`src/rtl/spi_byte_engine_if.sv`:
```
// Command strobe, serial lines and status between ctrl decoder, SPI sockets and the byte engine.
interface spi_byte_engine_if;
   logic       CMD_WE;
   logic [1:0] CMD_OP;
   logic [7:0] CMD_DATA;
   logic [2:0] MISO;
   logic       SCK;
   logic       MOSI;
   logic [1:0] nSS;
   logic [7:0] RX_DATA;
   logic       BUSY;
   logic       DONE;
   logic       OVR;

   modport master (
      output CMD_WE, CMD_OP, CMD_DATA, MISO,
      input  SCK, MOSI, nSS, RX_DATA, BUSY, DONE, OVR
   );

   modport slave (
      input  CMD_WE, CMD_OP, CMD_DATA, MISO,
      output SCK, MOSI, nSS, RX_DATA, BUSY, DONE, OVR
   );
endinterface

```
`src/rtl/spi_byte_engine.sv`:
```
// Mode-0 SPI master moving one byte per command; replaces bit-banged SCK/MOSI on the Gigatron.
module spi_byte_engine #(
   parameter int DIVW    = 4,
   parameter int DIV_RST = 3,
   parameter int LEAD    = 2
) (
   input logic               CLKx4,
   input logic               RESET,
   spi_byte_engine_if.slave  bus
);
   localparam logic [1:0] OP_XFER = 2'b00;
   localparam logic [1:0] OP_NSS  = 2'b01;
   localparam logic [1:0] OP_DIV  = 2'b10;
   localparam logic [1:0] OP_CLR  = 2'b11;
   localparam int         LCW     = $clog2(LEAD + 2);

   typedef enum logic [1:0] {IDLE, LEADIN, SHIFT, LEADOUT} state_t;

   state_t            state;
   logic [LCW-1:0]    lcnt;
   logic [DIVW-1:0]   dcnt;
   logic [DIVW-1:0]   div;
   logic [3:0]        hcnt;
   logic [7:0]        shreg;
   logic [7:0]        rx;
   logic [1:0]        nss;
   logic              sck;
   logic              mosi;
   logic              busy;
   logic              done;
   logic              ovr;
   logic              misox;
   logic              sync1;
   logic              sync2;

   assign misox = (bus.MISO[0] & ~nss[0]) | (bus.MISO[1] & ~nss[1]) |
                  (bus.MISO[2] & nss[0] & nss[1]);

   always_ff @(posedge CLKx4) begin
      sync1 <= misox;
      sync2 <= sync1;
   end

   always_ff @(posedge CLKx4 or posedge RESET) begin
      if (RESET) begin
         state <= IDLE;
         lcnt  <= '0;
         dcnt  <= '0;
         div   <= DIVW'(DIV_RST);
         hcnt  <= 4'd0;
         shreg <= 8'h00;
         rx    <= 8'h00;
         nss   <= 2'b11;
         sck   <= 1'b0;
         mosi  <= 1'b1;
         busy  <= 1'b0;
         done  <= 1'b0;
         ovr   <= 1'b0;
      end else begin
         if (bus.CMD_WE) begin
            case (bus.CMD_OP)
               OP_CLR: begin
                  done <= 1'b0;
                  ovr  <= 1'b0;
               end
               OP_NSS: begin
                  if (busy) ovr <= 1'b1;
                  else      nss <= bus.CMD_DATA[1:0];
               end
               OP_DIV: begin
                  if (busy) ovr <= 1'b1;
                  else      div <= bus.CMD_DATA[DIVW-1:0];
               end
               default: begin
                  if (busy) ovr  <= 1'b1;
                  else      done <= 1'b0;
               end
            endcase
         end

         // FSM assignments follow the command decode so a completing transfer
         // overrides a clear arriving on the same edge.
         case (state)
            IDLE: begin
               sck  <= 1'b0;
               mosi <= 1'b1;
               if (bus.CMD_WE && bus.CMD_OP == OP_XFER) begin
                  shreg <= bus.CMD_DATA;
                  mosi  <= bus.CMD_DATA[7];
                  busy  <= 1'b1;
                  lcnt  <= '0;
                  state <= LEADIN;
               end
            end
            LEADIN: begin
               if (lcnt == LCW'(LEAD - 1)) begin
                  sck   <= 1'b1;
                  dcnt  <= '0;
                  hcnt  <= 4'd0;
                  state <= SHIFT;
               end else begin
                  lcnt <= lcnt + 1'b1;
               end
            end
            SHIFT: begin
               if (dcnt == div) begin
                  dcnt <= '0;
                  if (hcnt == 4'd15) begin
                     sck   <= 1'b0;
                     hcnt  <= 4'd0;
                     lcnt  <= '0;
                     state <= LEADOUT;
                  end else begin
                     hcnt <= hcnt + 4'd1;
                     // hcnt even means SCK is high now, so this boundary is a falling edge
                     if (!hcnt[0]) begin
                        sck   <= 1'b0;
                        shreg <= {shreg[6:0], sync2};
                        mosi  <= shreg[6];
                     end else begin
                        sck <= 1'b1;
                     end
                  end
               end else begin
                  dcnt <= dcnt + 1'b1;
               end
            end
            LEADOUT: begin
               if (lcnt == LCW'(LEAD)) begin
                  rx    <= shreg;
                  busy  <= 1'b0;
                  done  <= 1'b1;
                  mosi  <= 1'b1;
                  state <= IDLE;
               end else begin
                  lcnt <= lcnt + 1'b1;
               end
            end
            default: state <= IDLE;
         endcase
      end
   end

   assign bus.SCK     = sck;
   assign bus.MOSI    = mosi;
   assign bus.nSS     = nss;
   assign bus.RX_DATA = rx;
   assign bus.BUSY    = busy;
   assign bus.DONE    = done;
   assign bus.OVR     = ovr;
endmodule

```
`src/flat_wrapper.sv`:
```
// flat-port wrapper written by rule: the top's interface ports become plain ports
module spi_byte_engine_flat 
#(
   parameter int DIVW    = 4,
   parameter int DIV_RST = 3,
   parameter int LEAD    = 2
)
  (CLKx4, RESET, bus_CMD_WE, bus_CMD_OP, bus_CMD_DATA, bus_MISO, bus_SCK, bus_MOSI, bus_nSS, bus_RX_DATA, bus_BUSY, bus_DONE, bus_OVR);
  spi_byte_engine_if bus_i ();
  input logic CLKx4;
  input logic RESET;
  input wire logic [$bits(bus_i.CMD_WE)-1:0] bus_CMD_WE;
  input wire logic [$bits(bus_i.CMD_OP)-1:0] bus_CMD_OP;
  input wire logic [$bits(bus_i.CMD_DATA)-1:0] bus_CMD_DATA;
  input wire logic [$bits(bus_i.MISO)-1:0] bus_MISO;
  output wire logic [$bits(bus_i.SCK)-1:0] bus_SCK;
  output wire logic [$bits(bus_i.MOSI)-1:0] bus_MOSI;
  output wire logic [$bits(bus_i.nSS)-1:0] bus_nSS;
  output wire logic [$bits(bus_i.RX_DATA)-1:0] bus_RX_DATA;
  output wire logic [$bits(bus_i.BUSY)-1:0] bus_BUSY;
  output wire logic [$bits(bus_i.DONE)-1:0] bus_DONE;
  output wire logic [$bits(bus_i.OVR)-1:0] bus_OVR;
  assign bus_i.CMD_WE = bus_CMD_WE;
  assign bus_i.CMD_OP = bus_CMD_OP;
  assign bus_i.CMD_DATA = bus_CMD_DATA;
  assign bus_i.MISO = bus_MISO;
  assign bus_SCK = bus_i.SCK;
  assign bus_MOSI = bus_i.MOSI;
  assign bus_nSS = bus_i.nSS;
  assign bus_RX_DATA = bus_i.RX_DATA;
  assign bus_BUSY = bus_i.BUSY;
  assign bus_DONE = bus_i.DONE;
  assign bus_OVR = bus_i.OVR;
  spi_byte_engine #(.DIVW(DIVW), .DIV_RST(DIV_RST), .LEAD(LEAD)) u_core (.CLKx4(CLKx4), .RESET(RESET), .bus(bus_i));
endmodule
```
`config.mk`:
```
export PLATFORM = sky130hd
export DESIGN_NAME = spi_byte_engine_flat
export DESIGN_NICKNAME = d
export VERILOG_FILES = /design/src/rtl/spi_byte_engine_if.sv /design/src/rtl/spi_byte_engine.sv /design/src/flat_wrapper.sv
export SDC_FILE = /design/constraint.sdc
export NUM_CORES = 1
export LEC_CHECK = 0
export CORE_MARGIN = 1.5
export CORE_UTILIZATION = 54
export CTS_CLUSTER_SIZE = 24
export DETAILED_ROUTE_END_ITERATION = 7
export PLACE_DENSITY_LB_ADDON = 0.25
export SYNTH_ARGS = -nofsm -noshare
export SYNTH_HDL_FRONTEND = slang
export SYNTH_SLANG_ARGS = --single-unit
```
`constraint.sdc`:
```
create_clock -name CLKx4 -period 2.9 [get_ports CLKx4]
set_clock_uncertainty 0.2 [all_clocks]
set_input_delay 0.58 -clock CLKx4 [delete_from_list [all_inputs] [get_ports CLKx4]]
set_output_delay 0.58 -clock CLKx4 [all_outputs]
set_load 0.005 [all_outputs]
```
### After elaboration in Yosys (flattened, before gate mapping)

Index checks and enable logic that the tools add are counted.

* add/sub/neg operators: 3
* equality and inequality tests: 19
* multiplexer cells: 44
* bitwise logic cells: 9
* reductions and logical operators: 22

Operator list (number)
* $mux W8: 4
* $mux W2: 10
* $reduce_and A5 Y1: 4
* $mux W1: 17
* $mux W4: 4
* $pmux W2 S4: 2
* $pmux W4 S2: 2
* $pmux W8 S2: 1
* $reduce_and A3 Y1: 5
* $eq A2 B2 Y1 const B: 5
* $ne A2 B1 Y1 const B: 5
* $add A4 B1 Y4 const B: 2
* $ne A2 B2 Y1 const B: 4
* $reduce_bool A2 Y1: 4
* $eq A2 B1 Y1 const B: 3
* $pmux W1 S3: 2
* $reduce_and A2 Y1: 3
* $reduce_bool A3 Y1: 2
* $and A1 B1 Y1: 4
* $eq A4 B4 Y1: 1
* $eq A4 B4 Y1 const B: 1
* $logic_not A2 Y1: 2
* $pmux W1 S2: 2
* $not A1 Y1: 3
* other kinds (4): 5

* register bits: 41
* input bits: 16
* output and inout port bits: 15

### Depth between registers and ports, before layout

Gate-level depths: netlist of run 1.

* depth in word-level cells: 6
* depth in mapped cells: 8
* gate-level depth less buffers: 6

### Worst setup path before layout of run 1

No wires, ideal clock.

* kind: register to register
* start: register u_core.state[1]
* end: register u_core.hcnt[0]
* arrival: 1703 ps
* setup slack: 876 ps
* stages on the path, launching flop included: 9
* clock period less this slack: 2024 ps
* path through: dfrtp_1 -> inv_1 -> ha_1 -> clkbuf_1 -> nor2b_1 -> clkbuf_1 -> nor3_1 -> mux2_2 -> a22o_1

* word-level cells in the longest chain between the ends: 3

RTL lines
* start: declaration: RTL line spi_byte_engine.sv:19 `state_t state;`
* start signal: assignment: RTL line spi_byte_engine.sv:46 `state <= IDLE;`
* start signal: assignment: RTL line spi_byte_engine.sv:92 `state <= LEADIN;`
* start signal: assignment: RTL line spi_byte_engine.sv:100 `state <= SHIFT;`
* $eq A2 B2 Y1 or $eq A2 B1 Y1 (tied branches): RTL line spi_byte_engine.sv:83 `case (state)`
* $ne A2 B1 Y1 (no source line) or $reduce_bool A2 Y1 (tied branches)
* $reduce_and A3 Y1 (no source line)
* end signal: assignment: RTL line spi_byte_engine.sv:114 `hcnt <= hcnt + 4'd1;`
* end: declaration: RTL line spi_byte_engine.sv:23 `logic [3:0] hcnt;`

Parallel ways exist; a longest one is shown, timed or not.
A chain may end at the register's enable or synchronous reset.

### Final worst setup path of run 1

* start: input bus_CMD_OP[1]
* end: register u_core.shreg[4]

* word-level cells in the longest chain between the ends: 4

RTL lines
* start: declaration: RTL line flat_wrapper.sv:13 `input wire logic [$bits(bus_i.CMD_OP)-1:0] bus_CMD_OP;`
* $logic_not A2 Y1: RTL line spi_byte_engine.sv:87 `if (bus.CMD_WE && bus.CMD_OP == OP_XFER) begin`
* $logic_and A1 B1 Y1: RTL line spi_byte_engine.sv:87
* $ne A2 B1 Y1 (no source line)
* $reduce_and A5 Y1 (no source line)
* end signal: assignment: RTL line spi_byte_engine.sv:88 `shreg <= bus.CMD_DATA;`
* end signal: assignment: RTL line spi_byte_engine.sv:118 `shreg <= {shreg[6:0], sync2};`
* end: declaration: RTL line spi_byte_engine.sv:24 `logic [7:0] shreg;`

No other way between the ends.

==> summary.md, run 1 <==
| Metric | Value |
|---|---|
| Seq cells post-synth | 41 |
| Largest net degree at the start of global routing | 40 |
| Hold buffers post-CTS | 0 |
| Fmax | 386 MHz |
| Routed vias | 1552 |
| Final core utilization | 0.676 |
| CTS tree | yes |
| Gate Count Post-Synth | 188 |
| Ys flop type | dfrtp_1 |
| Synth unique cells | 38 |
| Seq/Total Area, Yosys | 0.457 |
| CP startpoint kind | input port |
| Critical path class | in -> reg |
| Filler instances | 307 |
| Asr flop ratio synth | 0.951 |
| Root buffer cell | clkbuf_8 |
| Sequential power share | 0.358 |
| Setup crit end kind | flop |
| Drt total wl | 4400 µm |
| CTS resizes | 0 |
| Post-DRT Antenna Nets | 0 |
| # DRC | 0 |
| Syn_area_per_cell | 11.9 µm² |
| Layout Cell Area excl Fill | 2710 µm² |
| Die area | 4540 µm² |
| Gr usage total | 0.223 |
| Layout Nets | 252 |
| CTS clock-pin slew for the worst setup and hold paths | 90 ps |
| CP max FO | 8 |
| CP max-delay cell | a31o_1 |
| Core Area | 4000 µm² |
| Slew @ Worst Pin | 600 ps |
| # setup viols final | 0 |
| Die W | 67.4 µm |
| Final cycle utilization of the critical path | 0.892 |
| Tmin final | 2590 ps |
| Critical Path RT | 2890 ps |
| Most common cell after layout, fill and taps aside | dfrtp_1 |
| Die H | 67.4 µm |
| Unrepaired setup endpoints after global routing | no |
| Max Transition Viols Final | 0 |
| Hold Violations, Final | 0 |
| P_sw | 1.06 mW |
| Syn nets | 218 |
| Crit path largest cell delay | 470 ps |
| Max IR drop VDD | 0.547 mV |
| Initial antenna violation count | 0 |
| # IOs | 31 |
| Combinational power share | 0.479 |
| DR vias/cell | 5.68 |
| Clk buf depth | 2 |
| Post-CTS Setup Inserts | 0 |
| Post-Syn Area | 2240 µm² |
| Layout cells sized above 1 | 0.256 |
| CP cell instances | clkdlybuf4s50_1 -> inv_1 -> ha_1 -> nand2_1 -> nor3b_1 -> a31o_1 -> mux2_4 |
| Int Power | 1.83 mW |
| Total power | 2.88 mW |
| Gpl congestion | 0.790 |
| Routed len/inst | 16.1 µm |
| FF-to-FF setup slack | 450 ps |
| Net Sw Frac | 0.367 |
| Vias in the first global route | 1618 |
| First-pass GRT wire length | 7390 µm |
| GRT overflow | 0 |
| Critical path data arrival time | 2580 ps |
| Clock power frac | 0.164 |
| Worst Hold Class | reg -> reg |
| DR iter-0 viols | 70 |
| Number of diodes | 0 |
| H-tree Lvls | 2 |
| CTS Buf Count | 5 |
| Hold WS | 135 ps |
| Yosys warnings | 0 |
| Slew headroom | 0.600 |
| Area grow syn2layout | 20.8% |
| Status | finished clean |
| Max-cap violations | 0 |
| Post-Place Cell Area | 2590 µm² |
| PD cells | 1070 nW/µm² |
| DP Wirelength | 3230 µm |
| Most frequent cells in the layout | 34 x dfrtp_1, 30 x clkdlybuf4s50_1, 28 x mux2_2, 14 x nand2_1, 14 x ha_1 |
| Clock latency on the worst-skew pair | 300 ps |
| Setup TNS | 0 ps |
| IO Port Bufs | 30 |
| Detailed Routing Iterations Pass 1 | 4 |
| Number of flops mapped to enable cells by yosys | 0 |
| Clock tree sinks | 41 |
| Initial core utilization | 0.560 |
| Leak pwr | 1.22 nW |
| Row count | 23 |
==> registers in the layout (all words and copies together) (netlist names) <==
signal	cells
u_core.lcnt	2
u_core.state	2
u_core.bus.nSS	2
u_core.bus.RX_DATA	8
u_core.bus.OVR	1
u_core.dcnt	4
u_core.hcnt	4
u_core.sync2	1
u_core.bus.BUSY	1
u_core.bus.MOSI	1
u_core.bus.SCK	1
u_core.sync1	1
u_core.bus.DONE	1
u_core.div	4
u_core.shreg	8
==> synth_stat cells (3+ instances only) <==
| library cell | n | area, µm² |
|---|---|---|
| ha_1 | 14 | 175 |
| nor2b_1 | 3 | 18.8 |
| nor3_1 | 4 | 20.0 |
| o21ai_0 | 4 | 20.0 |
| nand3_1 | 7 | 35.0 |
| a22o_1 | 4 | 35.0 |
| mux2_4 | 8 | 120 |
| mux2i_1 | 4 | 40.0 |
| mux2_2 | 28 | 315 |
| dfstp_2 | 5 | 131 |
| dfrtp_1 | 34 | 851 |
| inv_1 | 10 | 37.5 |
| clkbuf_1 | 4 | 15.0 |
| a21oi_1 | 7 | 35.0 |
| nand2_1 | 14 | 52.6 |
| nor2_1 | 9 | 33.8 |
==> final cells by class <==
| cell class | instances | area (µm²) | share of cell area |
|---|---|---|---|
| multi-input cells | 132 | 1150 | 0.426 |
| flip-flops and latches | 41 | 1020 | 0.378 |
| repair buffers | 32 | 315 | 0.117 |
| clock buffers | 5 | 68.8 | 0.0254 |
| well taps | 50 | 62.6 | 0.0231 |
| clock inverters | 3 | 46.3 | 0.0171 |
| inverters | 10 | 37.5 | 0.0139 |
==> cell families (layout without fill, tap and decap cells) <==
group | count (synthesis) | after routing | share of synthesized area
and+or+nand+nor | 47 | 47 | 0.108
DFF | 41 | 41 | 0.457
muxes | 40 | 40 | 0.212
AOI/OAI and AO/OA | 27 | 27 | 0.0939
buffers and inverters | 15 | 50 | 0.0285
adders and majority gates | 14 | 14 | 0.0783
xor gates and xnor gates | 4 | 4 | 0.0224
==> metal layers <==
layer  track usage  routed length (µm)  vias to the layer above  part of all wire
li1              -                   -                      739                 -
met1         0.278                1920                      754              0.44
met2         0.377                2190                       50              0.50
met3        0.0417                 208                        9             0.047
met4        0.0969                  74                        0             0.017
met5             0                   0                        -                 0
==> path summary, 6_finish.rpt <==
check                      depth (start not counted)                           to                   startpoint
min reg2reg                                        0         u_core.sync2$_DFF_P_         u_core.sync1$_DFF_P_
min                                                0         u_core.sync2$_DFF_P_         u_core.sync1$_DFF_P_
max reg2reg                                        5  u_core.shreg[4]$_DFFE_PP0P_  u_core.state[0]$_DFFE_PP0P_
max in group asynchronous                          3    u_core.div[1]$_DFFE_PP1P_                        RESET
max                                                7  u_core.shreg[4]$_DFFE_PP0P_                bus_CMD_OP[1]
min in group asynchronous                          3   u_core.hcnt[2]$_DFFE_PP0P_                        RESET
==> critical path, delay by kind of cell <==
kind | cells | cell delay [ps]
buf+inv | 2 | 590
compound gates | 1 | 470
mux | 1 | 350
simple gates | 2 | 430
fa+ha+maj | 1 | 150
==> stage by stage <==
step | std cells | setup slack [ps]
floorplan | 188 | 876
global placement | 265 | 157
detailed placement | 265 | 37.6
CTS | 273 | 346
global route | 273 | 248
finish | 273 | 312
==> power by group through the flow <==
stage	Sequential, mW	Clock (mW)	Combinational [mW]
3_5_place_dp	1.04	0	1.38
4_1_cts	1.04	0.481	1.38
2_1_floorplan	0.998	0	0.984
3_3_place_gp	1.03	0	1.32
6_report	1.03	0.472	1.38
5_1_grt	1.07	0.509	1.50
Note: power is estimated with default switching activity, not from simulation.
==> run 2: changes to the inputs <==
--- a/config.mk
+++ b/config.mk
@@ -7,7 +7,6 @@
 export LEC_CHECK = 0
 export CORE_MARGIN = 1.5
 export CORE_UTILIZATION = 54
-export CTS_CLUSTER_SIZE = 24
 export DETAILED_ROUTE_END_ITERATION = 7
 export PLACE_DENSITY_LB_ADDON = 0.25
 export SYNTH_ARGS = -nofsm -noshare
==> results of run 2 <==
The final DEF is identical to that of run 1; final timing and power are the same.
==> run 3: changes to the inputs <==
--- a/config.mk
+++ b/config.mk
@@ -8,7 +8,8 @@
 export CORE_MARGIN = 1.5
 export CORE_UTILIZATION = 54
 export DETAILED_ROUTE_END_ITERATION = 7
-export PLACE_DENSITY_LB_ADDON = 0.25
+export GPL_TIMING_DRIVEN = 0
+export PLACE_DENSITY_LB_ADDON = 0.2
 export SYNTH_ARGS = -nofsm -noshare
 export SYNTH_HDL_FRONTEND = slang
 export SYNTH_SLANG_ARGS = --single-unit
==> summary.md, run 3 (same netlist as run 1, synthesis figures left out) <==
| Metric | Value |
|---|---|
| Status | finished clean |
| Most common cell after layout, fill and taps aside | dfrtp_1 |
| Critical path data arrival time | 2370 ps (-210 ps) |
| CP max FO | 8 (unchanged) |
| Critical Path RT | 2880 ps (about the same) |
| DP Wirelength | 3210 µm (-0.54%) |
| Worst Hold Class | reg -> reg |
| # IOs | 31 (unchanged) |
| Sequential power share | 0.364 (+0.006) |
| Max-cap violations | 0 (unchanged) |
| # setup viols final | 0 (unchanged) |
| Setup crit end kind | flop |
| # DRC | 0 (unchanged) |
| Row count | 23 (unchanged) |
| CTS clock-pin slew for the worst setup and hold paths | 80 ps (about the same) |
| Critical path class | in -> reg |
| Routed vias | 1554 (+0.13%) |
| DR vias/cell | 5.63 (-0.96%) |
| Die W | 67.4 µm (unchanged) |
| Layout cells sized above 1 | 0.252 (-0.00339) |
| Most frequent cells in the layout | 34 x dfrtp_1, 30 x clkdlybuf4s50_1, 28 x mux2_2, 14 x nand2_1, 14 x ha_1 |
| Tmin final | 2390 ps (-202 ps) |
| Initial antenna violation count | 0 (unchanged) |
| Met1 WL | 1980 µm (+3.1%) |
| Combinational power share | 0.490 (+0.011) |
| Final core utilization | 0.676 (about the same) |
| Hold Violations, Final | 0 (unchanged) |
| Routed len/inst | 16.1 µm (about the same) |
| CTS tree | yes |
| Largest net degree at the start of global routing | 40 (unchanged) |
| GRT overflow | 0 (unchanged) |
| Vias in the first global route | 1564 (-3.3%) |
| Gpl congestion | 0.912 (+15%) |
| PD cells | 1050 nW/µm² (-1.4%) |
| CTS resizes | 0 (unchanged) |
| Clk buf depth | 2 (unchanged) |
| Root buffer cell | clkbuf_8 |
| Detailed Routing Iterations Pass 1 | 4 (unchanged) |
| Initial core utilization | 0.560 (unchanged) |
| Max Transition Viols Final | 0 (unchanged) |
| DR iter-0 viols | 78 (+11%) |
| Post-DRT Antenna Nets | 0 (unchanged) |
| Leak pwr | 1.22 nW (about the same) |
| P_sw | 1.06 mW (-0.16%) |
| DR WL met3 | 166 µm (-20%) |
| Post-CTS Setup Inserts | 0 (unchanged) |
| Met2 WL | 2260 µm (+3.4%) |
| Net Sw Frac | 0.372 (+0.00483) |
| Hold buffers post-CTS | 0 (unchanged) |
| Fmax | 419 MHz (+8.5%) |
| Int Power | 1.79 mW (-2.2%) |
| Layout Nets | 255 (+1.2%) |
| IO Port Bufs | 30 (unchanged) |
| Core Area | 4000 µm² (unchanged) |
| Clock power frac | 0.146 (-0.018) |
| Die H | 67.4 µm (unchanged) |
| H-tree Lvls | 2 (unchanged) |
| Max layer used | met4 |
| Area grow syn2layout | 20.7% (about the same) |
| Clock tree sinks | 41 (unchanged) |
| Gr usage total | 0.215 (-0.00829) |
| Max IR drop VDD | 0.595 mV (+8.7%) |
| Unrepaired setup endpoints after global routing | no |
| Drt total wl | 4450 µm (+1.1%) |
| Setup TNS | 0 ps (unchanged) |
| CTS Buf Count | 5 (unchanged) |
| Slew headroom | 0.449 (-0.151) |
| CP startpoint kind | input port |
| Final cycle utilization of the critical path | 0.823 (-0.0696) |
| Die area | 4540 µm² (unchanged) |
| First-pass GRT wire length | 7180 µm (-2.8%) |
| Slew @ Worst Pin | 826 ps (+226 ps) |
| Clock latency on the worst-skew pair | 300 ps (about the same) |
| Number of diodes | 0 (unchanged) |
| Non-filler instance count after layout | 276 (+1.1%) |
| Placed instance count | 268 (+1.1%) |
## run 3: worst paths after layout
path / from / end / depth (start not counted) / slack [ps]
min reg2reg: u_core.sync1$_DFF_P_ / u_core.sync2$_DFF_P_ / 0 / 140
max in group asynchronous: RESET / u_core.bus.RX_DATA[1]$_DFFE_PP0P_ / 2 / 1420
max reg2reg: u_core.state[1]$_DFFE_PP0P_ / u_core.hcnt[0]$_DFFE_PP0P_ / 8 / 550
min in group asynchronous: RESET / u_core.state[0]$_DFFE_PP0P_ / 2 / 560
min: u_core.sync1$_DFF_P_ / u_core.sync2$_DFF_P_ / 0 / 140
max: bus_CMD_OP[1] / u_core.shreg[4]$_DFFE_PP0P_ / 8 / 510
## run 3: worst max-delay path, cell delays in order
cell and delay (ps):
clkdlybuf4s50_1 460, inv_1 130, ha_1 160, nand2_1 170, nor3b_1 250, a31o_1 140
buf_6 160, mux2_4 310
## run 3: layer usage
metal	track usage	up-vias
met1	0.266	769
li1	-	743
met5	0	-
met4	0.0638	0
met2	0.374	38
met3	0.0483	4
## run 3: area by class of cell
class / count / area (µm²)
Buffer: 5 / 26.3
Clock buffer: 7 / 96.3
Clock inverter: 1 / 5.00
Fill cell: 300 / 1300
Inverter: 10 / 37.5
Multi-Input combinational cell: 132 / 1150
Sequential cell: 41 / 1020
Tap cell: 50 / 62.6
Timing Repair Buffer: 30 / 300
## run 3: per-stage QoR
stage          setup WS (ps)  hold slack (ps)  instance area [µm²]  total power, mW
2_1_floorplan            876              110                 2240             1.98
3_3_place_gp             276              116                 2600             2.35
3_5_place_dp             207              131                 2600             2.43
4_1_cts                  513              155                 2700             2.85
5_1_grt                  400              155                 2700             3.03
6_report                 514              144                 2700             2.84
## run 3: power by group through the flow
stage | Sequential, mW | Clock [mW] | Combinational (mW)
floorplan | 0.998 | 0 | 0.984
global placement | 1.02 | 0 | 1.33
detailed placement | 1.04 | 0 | 1.39
CTS | 1.03 | 0.420 | 1.40
global route | 1.07 | 0.438 | 1.52
finish | 1.03 | 0.414 | 1.39
